File: src/rtl/mux_scan_pkg.sv
// rtl/mux_scan_pkg.sv - shared state encoding and mode constants for mux_scan
//
// Contents:
//   state_t      sequencer states (IDLE, SCAN, DONE)
//   MODE_MANUAL  mode input value selecting the registered manual select
//   MODE_SCAN    mode input value selecting the mask-driven scan sequencer
package mux_scan_pkg;

  typedef enum logic [1:0] {
    IDLE = 2'd0,
    SCAN = 2'd1,
    DONE = 2'd2
  } state_t;

  localparam logic MODE_MANUAL = 1'b0;
  localparam logic MODE_SCAN   = 1'b1;

endpackage

File: src/rtl/mux_scan_next_chan_find.sv
// rtl/mux_scan_next_chan_find.sv - lowest enabled channel strictly above an index
//
// Ports:
//   mask   in   N_CH   channel enable mask
//   idx    in   SEL_W  search starts strictly above this channel
//   first  in   1      treat idx as -1 (search from channel 0 inclusive)
//   nxt    out  SEL_W  lowest set mask bit above idx (0 when none)
//   found  out  1      a set bit exists above idx
module next_chan_find
  import mux_scan_pkg::*;
#(
  parameter  int N_CH  = 16,
  localparam int SEL_W = $clog2(N_CH)
) (
  input  logic [N_CH-1:0]  mask,
  input  logic [SEL_W-1:0] idx,
  input  logic             first,
  output logic [SEL_W-1:0] nxt,
  output logic             found
);

  // Walk downward so the last hit written is the lowest qualifying channel.
  always_comb begin
    nxt   = '0;
    found = 1'b0;
    for (int k = N_CH - 1; k >= 0; k--) begin
      if (mask[k] && (first || (k > int'(idx)))) begin
        nxt   = SEL_W'(k);
        found = 1'b1;
      end
    end
  end

endmodule

File: src/rtl/mux_scan.sv
// rtl/mux_scan.sv - registered N:1 channel mux with manual select and mask scan
//
// Ports:
//   clk        in   1          rising-edge clock
//   rst_n      in   1          asynchronous active-low reset
//   in         in   N_CH*DW    packed channel data, channel k = in[k*DW +: DW]
//   mode       in   1          MODE_MANUAL / MODE_SCAN, sampled only in IDLE
//   sel_in     in   SEL_W      manual channel index
//   en_mask    in   N_CH       scan enable mask, latched on scan start
//   start      in   1          scan start request (pulse or level)
//   out        out  DW         registered channel sample
//   out_sel    out  SEL_W      channel index held in out
//   out_valid  out  1          out/out_sel hold a beat
//   out_ready  in   1          consumer accepts when out_valid && out_ready
//   busy       out  1          sequencer is in SCAN
//   done       out  1          one-cycle pulse at end of scan
module mux_scan
  import mux_scan_pkg::*;
#(
  parameter  int N_CH  = 16,
  parameter  int DW    = 1,
  localparam int SEL_W = $clog2(N_CH)
) (
  input  logic                 clk,
  input  logic                 rst_n,
  input  logic [N_CH*DW-1:0]   in,
  input  logic                 mode,
  input  logic [SEL_W-1:0]     sel_in,
  input  logic [N_CH-1:0]      en_mask,
  input  logic                 start,
  output logic [DW-1:0]        out,
  output logic [SEL_W-1:0]     out_sel,
  output logic                 out_valid,
  input  logic                 out_ready,
  output logic                 busy,
  output logic                 done
);

  state_t            state_q, state_d;
  logic [N_CH-1:0]   mask_q, mask_d;
  logic [SEL_W-1:0]  ptr_q, ptr_d;

  logic              free;
  logic              load;
  logic [SEL_W-1:0]  load_ch;
  logic [DW-1:0]     load_data;
  logic              sel_ok;

  logic [SEL_W-1:0]  first_ch, next_ch;
  logic              first_found, next_found;

  // The output register can take a new beat when empty or being drained.
  assign free = !out_valid || out_ready;

  // With non-power-of-two N_CH some select codes name no channel.
  assign sel_ok = int'(sel_in) < N_CH;

  // Initial pointer: searched over the live mask so SCAN starts on its
  // first enabled channel without an extra lookup cycle.
  next_chan_find #(.N_CH(N_CH)) u_first (
    .mask  (en_mask),
    .idx   ('0),
    .first (1'b1),
    .nxt   (first_ch),
    .found (first_found)
  );

  // Successor of the channel being loaded this cycle; skipping disabled
  // channels here is what makes them cost zero cycles.
  next_chan_find #(.N_CH(N_CH)) u_next (
    .mask  (mask_q),
    .idx   (ptr_q),
    .first (1'b0),
    .nxt   (next_ch),
    .found (next_found)
  );

  always_ff @(posedge clk or negedge rst_n) begin
    if (!rst_n) begin
      state_q <= IDLE;
      mask_q  <= '0;
      ptr_q   <= '0;
    end else begin
      state_q <= state_d;
      mask_q  <= mask_d;
      ptr_q   <= ptr_d;
    end
  end

  always_comb begin
    state_d = state_q;
    mask_d  = mask_q;
    ptr_d   = ptr_q;
    load    = 1'b0;
    load_ch = ptr_q;

    case (state_q)
      IDLE: begin
        if (mode == MODE_SCAN) begin
          // Scan start may coincide with an unaccepted manual beat; SCAN
          // simply waits for free before its first load.
          if (start) begin
            mask_d  = en_mask;
            ptr_d   = first_ch;
            state_d = first_found ? SCAN : DONE;
          end
        end else if (free && sel_ok) begin
          load    = 1'b1;
          load_ch = sel_in;
        end
      end

      SCAN: begin
        if (free) begin
          load    = 1'b1;
          load_ch = ptr_q;
          if (next_found) begin
            ptr_d = next_ch;
          end else begin
            state_d = DONE;
          end
        end
      end

      DONE: begin
        state_d = IDLE;
      end

      default: begin
        state_d = IDLE;
      end
    endcase
  end

  always_comb begin
    load_data = '0;
    for (int k = 0; k < N_CH; k++) begin
      if (load_ch == SEL_W'(k)) begin
        load_data = in[k*DW +: DW];
      end
    end
  end

  // A free edge without a load empties the register; a stalled edge holds.
  always_ff @(posedge clk or negedge rst_n) begin
    if (!rst_n) begin
      out       <= '0;
      out_sel   <= '0;
      out_valid <= 1'b0;
    end else if (free) begin
      if (load) begin
        out       <= load_data;
        out_sel   <= load_ch;
        out_valid <= 1'b1;
      end else begin
        out_valid <= 1'b0;
      end
    end
  end

  assign busy = (state_q == SCAN);
  assign done = (state_q == DONE);

endmodule

File: config.mk
export PLATFORM = sky130hd
export DESIGN_NAME = mux_scan
export DESIGN_NICKNAME = d
export VERILOG_FILES = /design/src/rtl/mux_scan_pkg.sv /design/src/rtl/mux_scan_next_chan_find.sv /design/src/rtl/mux_scan.sv
export SDC_FILE = /design/constraint.sdc
export NUM_CORES = 1
export LEC_CHECK = 0
export CORE_MARGIN = 3
export CORE_UTILIZATION = 25
export DETAILED_ROUTE_END_ITERATION = 12
export PLACE_DENSITY = 0.48
export SLEW_MARGIN = 10
export SYNTH_ARGS = -nofsm -noshare
export SYNTH_HDL_FRONTEND = slang
export SYNTH_HIERARCHICAL = 1
export SYNTH_SLANG_ARGS = --single-unit
File: constraint.sdc
create_clock -name clk -period 2.9 [get_ports clk]
set_input_delay 0.435 -clock clk [delete_from_list [all_inputs] [get_ports clk]]
set_output_delay 0.435 -clock clk [all_outputs]
set_load 0.03 [all_outputs]
==> flow_results.xml <==
<?xml version="1.0" encoding="UTF-8"?>
<metrics>
  <group name="synthesis">
    <metric name="yosys_warnings" unit="">6</metric>
    <metric name="synth_cell_types" unit="">53</metric>
    <metric name="ys_ff_latch" unit="">28</metric>
    <metric name="post-synth-top-area-cell" unit="">sky130_fd_sc_hd__dfrtp_1</metric>
    <metric name="synth_enable_flop_cells" unit="">0</metric>
    <metric name="avgSynthCellArea" unit="um2">8.08</metric>
    <metric name="synthesis.instances" unit="">327</metric>
    <metric name="post_synth_main_area_contributors" unit="">sky130_fd_sc_hd__dfrtp_1 (27%), sky130_fd_sc_hd__mux2_2 (6.8%), sky130_fd_sc_hd__a21oi_1 (4.7%), sky130_fd_sc_hd__nand2_1 (4.4%), sky130_fd_sc_hd__nor2_1 (4.4%)</metric>
    <metric name="sequential_fraction_of_the_synthesis_area" unit="%">26.5</metric>
    <metric name="yosysTopAreaCellShare" unit="%">26.5</metric>
    <metric name="synth.top_cells.by_count" unit="">sky130_fd_sc_hd__nand2_1 (31), sky130_fd_sc_hd__nor2_1 (31), sky130_fd_sc_hd__dfrtp_1 (28), sky130_fd_sc_hd__a21oi_1 (25), sky130_fd_sc_hd__o21ai_0 (22)</metric>
    <metric name="synth-async-reset-ratio" unit="%">100</metric>
    <metric name="ys.flop_type" unit="">sky130_fd_sc_hd__dfrtp_1</metric>
    <metric name="post_synth_instance_area" unit="um2">2640</metric>
  </group>
  <group name="worst_setup_path">
    <metric name="timing.setup.critical_path_class" unit="">input pin to flip-flop</metric>
    <metric name="cp_max_fo" unit="">14</metric>
    <metric name="setup.worst_path.start" unit="">out_ready</metric>
    <metric name="r2r-start" unit="">ptr_q[0]$_DFFE_PN0P_</metric>
    <metric name="start_kind" unit="">input pin</metric>
    <metric name="critical_path.endpoint_type" unit="">flip-flop</metric>
    <metric name="worst-endpoint-arrival" unit="ps">2660</metric>
    <metric name="worst_ep_required_time" unit="ps">3050</metric>
  </group>
  <group name="cts">
    <metric name="holdBufCountCts" unit="">0</metric>
    <metric name="clk_latency" unit="ps">270</metric>
    <metric name="htree_num_levels" unit="">1</metric>
    <metric name="clk_path_buf_depth" unit="">2</metric>
    <metric name="clkSinkCount" unit="">28</metric>
    <metric name="clockRootBuffer" unit="">sky130_fd_sc_hd__clkbuf_8</metric>
    <metric name="post_cts_setup_inserts" unit="">0</metric>
    <metric name="postCtsResizedCells" unit="">0</metric>
    <metric name="tritoncts.num_buffers" unit="">3</metric>
    <metric name="cts_tree" unit="">built</metric>
    <metric name="clk_pin_slew_worst_paths" unit="ps">100</metric>
  </group>
  <group name="sta">
    <metric name="clock_skew" unit="ps">6.89</metric>
    <metric name="final_max_slew_viol_count" unit="">0</metric>
    <metric name="max_slew.worst_pin.slew" unit="ps">698</metric>
    <metric name="setup_viol" unit="">0</metric>
    <metric name="report.final.hold_viol_count" unit="">0</metric>
    <metric name="tns" unit="ps">0</metric>
    <metric name="layout_setup_ws" unit="ps">386</metric>
    <metric name="max_freq" unit="MHz">398</metric>
    <metric name="post-route-period-util" unit="%">86.7</metric>
    <metric name="rsz0062_at_grt" unit="">no</metric>
    <metric name="relSlewSlack" unit="%">53.4</metric>
    <metric name="worst_hold_slack" unit="ps">532</metric>
    <metric name="finalCriticalPeriod" unit="ps">2510</metric>
  </group>
  <group name="die">
    <metric name="i_o_pins" unit="">49</metric>
    <metric name="core_region_area" unit="um2">10000</metric>
    <metric name="y_dimension_of_the_die" unit="um">109</metric>
    <metric name="rows" unit="">36</metric>
    <metric name="initial_cell_density_of_the_core" unit="%">26.3</metric>
    <metric name="floorplan.die_area" unit="um2">11800</metric>
    <metric name="die_x" unit="um">109</metric>
  </group>
  <group name="finish">
    <metric name="share_of_final_layout_standard_cells_stronger_than_drive_strength_1" unit="%">12.6</metric>
    <metric name="area_of_the_multi_input_gates" unit="um2">1870</metric>
    <metric name="antenna_cells" unit="">0</metric>
    <metric name="regArea" unit="um2">701</metric>
    <metric name="fillers" unit="">1045</metric>
    <metric name="final_stage_net_count" unit="">438</metric>
    <metric name="final_core_utilization" unit="%">34.0</metric>
    <metric name="final-instance-count-excl-fill" unit="">529</metric>
    <metric name="synthToLayoutAreaGrowth" unit="%">29.1</metric>
  </group>
  <group name="global_route">
    <metric name="grt_pass1_wl" unit="um">12100</metric>
    <metric name="grt_total_ovfl" unit="">0</metric>
    <metric name="grt_use_total" unit="%">12.6</metric>
    <metric name="grt_start_max_net_pins" unit="">29</metric>
    <metric name="number_of_global_route_vias_before_repair" unit="">2459</metric>
    <metric name="antenna_found_initial" unit="">0</metric>
  </group>
  <group name="placement">
    <metric name="globalplace.congestion" unit="">0.928</metric>
    <metric name="detailedPlace.worstSlack" unit="ps">90.6</metric>
    <metric name="io_buffers" unit="">48</metric>
    <metric name="dp_cells" unit="">525</metric>
    <metric name="post_dp_hpwl" unit="um">5910</metric>
  </group>
  <group name="route">
    <metric name="postRouteAntennaNets" unit="">0</metric>
    <metric name="drt_pre_antenna_iters" unit="">4</metric>
    <metric name="num_vias" unit="">2550</metric>
    <metric name="dr_wl_met2" unit="um">3490</metric>
    <metric name="wirelength_per_cell" unit="um">13.8</metric>
    <metric name="detail_route.wirelength.met1" unit="um">3590</metric>
    <metric name="routed.top_layer" unit="">met4</metric>
    <metric name="iteration_0_drc_markers" unit="">168</metric>
    <metric name="route.detailed.vias_per_inst" unit="">4.82</metric>
    <metric name="route.met3.wl" unit="um">158</metric>
    <metric name="route.final.wire_length" unit="um">7320</metric>
    <metric name="route.detailed.drc" unit="">0</metric>
  </group>
  <group name="worst_hold_path">
    <metric name="hold_class" unit="">flip-flop to flip-flop</metric>
    <metric name="timing.hold.worst.start" unit="">mask_q[7]$_DFFE_PN0P_</metric>
  </group>
  <group name="power_and_ir_drop">
    <metric name="peakVddDrop" unit="mV">0.245</metric>
    <metric name="pwr_density_cell" unit="nW/um2">689</metric>
    <metric name="p_leak" unit="nW">1.32</metric>
  </group>
  <group name="flow_run">
    <metric name="count_of_maximum_capacitance_violations" unit="">0</metric>
  </group>
  <group name="run_status">
    <metric name="outcome" unit="">finished clean</metric>
  </group>
</metrics>
## metrics by stage
step           power [mW]  area, um2
2_1_floorplan        1.67       2740
6_report             2.35       3410
5_1_grt              2.56       3410
4_1_cts              2.36       3410
3_5_place_dp         2.05       3340
3_3_place_gp         2.04       3340
## area by class of cell
type | instances | area share [%]
clock buffers | 3 | 1.21
multi-input cells | 298 | 54.9
repair buffers | 62 | 17.2
clock inverters | 1 | 0.880
flip-flops and latches | 28 | 20.5
well taps | 133 | 4.88
inverters | 4 | 0.440
## per-layer routing
metal	global-route usage, %	vias to the layer above
li1	-	1322
met4	3.34	0
met2	20.9	40
met3	0.533	4
met1	17.9	1184
met5	0	-
## flip-flops by register name (all words and copies together) (netlist names)
register / cells
mask_q: 16
out: 1
out_sel: 4
out_valid: 1
ptr_q: 4
state_q: 2
## worst max-delay path, cell delays in order
cell and delay (ps):
sky130_fd_sc_hd__clkdlybuf4s50_1 480, sky130_fd_sc_hd__nor2b_1 60, sky130_fd_sc_hd__or4_4 510, sky130_fd_sc_hd__buf_4 230
sky130_fd_sc_hd__mux2i_1 150, sky130_fd_sc_hd__o21ai_0 120, sky130_fd_sc_hd__o211ai_2 90, sky130_fd_sc_hd__a2111oi_1 500
sky130_fd_sc_hd__a2111oi_2 90
## kinds of logic (layout without fill, tap and decap cells)
group           count (synthesis)  after routing  share of synthesized area, %
other cells                     2             29                         0.284
simple gates                  135            135                          28.2
flops                          28             28                          26.5
buf+inv                        28             70                          6.49
compound gates                107            107                          26.5
mux                            27             27                          12.0
## where the power goes
part	leakage, nW	internal [mW]	switching [mW]
combinational	0.950	0.634	0.616
sequential	0.335	0.555	0.240
clock	0.0357	0.185	0.121
total	1.32	1.37	0.978
## layout by cell type (no fill, tap or decap), types with 8 or more instances in the layout
master,count
sky130_fd_sc_hd__a21oi_1,25
sky130_fd_sc_hd__buf_4,14
sky130_fd_sc_hd__clkdlybuf4s50_1,48
sky130_fd_sc_hd__conb_1,29
sky130_fd_sc_hd__dfrtp_1,28
sky130_fd_sc_hd__mux2_2,16
sky130_fd_sc_hd__nand2_1,31
sky130_fd_sc_hd__nand2b_1,13
sky130_fd_sc_hd__nand3b_1,8
sky130_fd_sc_hd__nor2_1,31
sky130_fd_sc_hd__nor2b_1,11
sky130_fd_sc_hd__nor3_1,11
sky130_fd_sc_hd__o21ai_0,22
sky130_fd_sc_hd__o21ai_1,12
## worst paths after layout
check                                         end  slack [ps]  cells past startpoint
min reg2reg                 mask_q[7]$_DFFE_PN0P_         530                      1
max                               out$_DFFE_PN0P_         390                      9
max reg2reg                  ptr_q[0]$_DFFE_PN0P_         480                      9
min in group asynchronous  mask_q[14]$_DFFE_PN0P_         540                      2
min                         mask_q[7]$_DFFE_PN0P_         530                      1
max in group asynchronous    ptr_q[2]$_DFFE_PN0P_        2100                      2
Power figures use the tool's default switching activity.
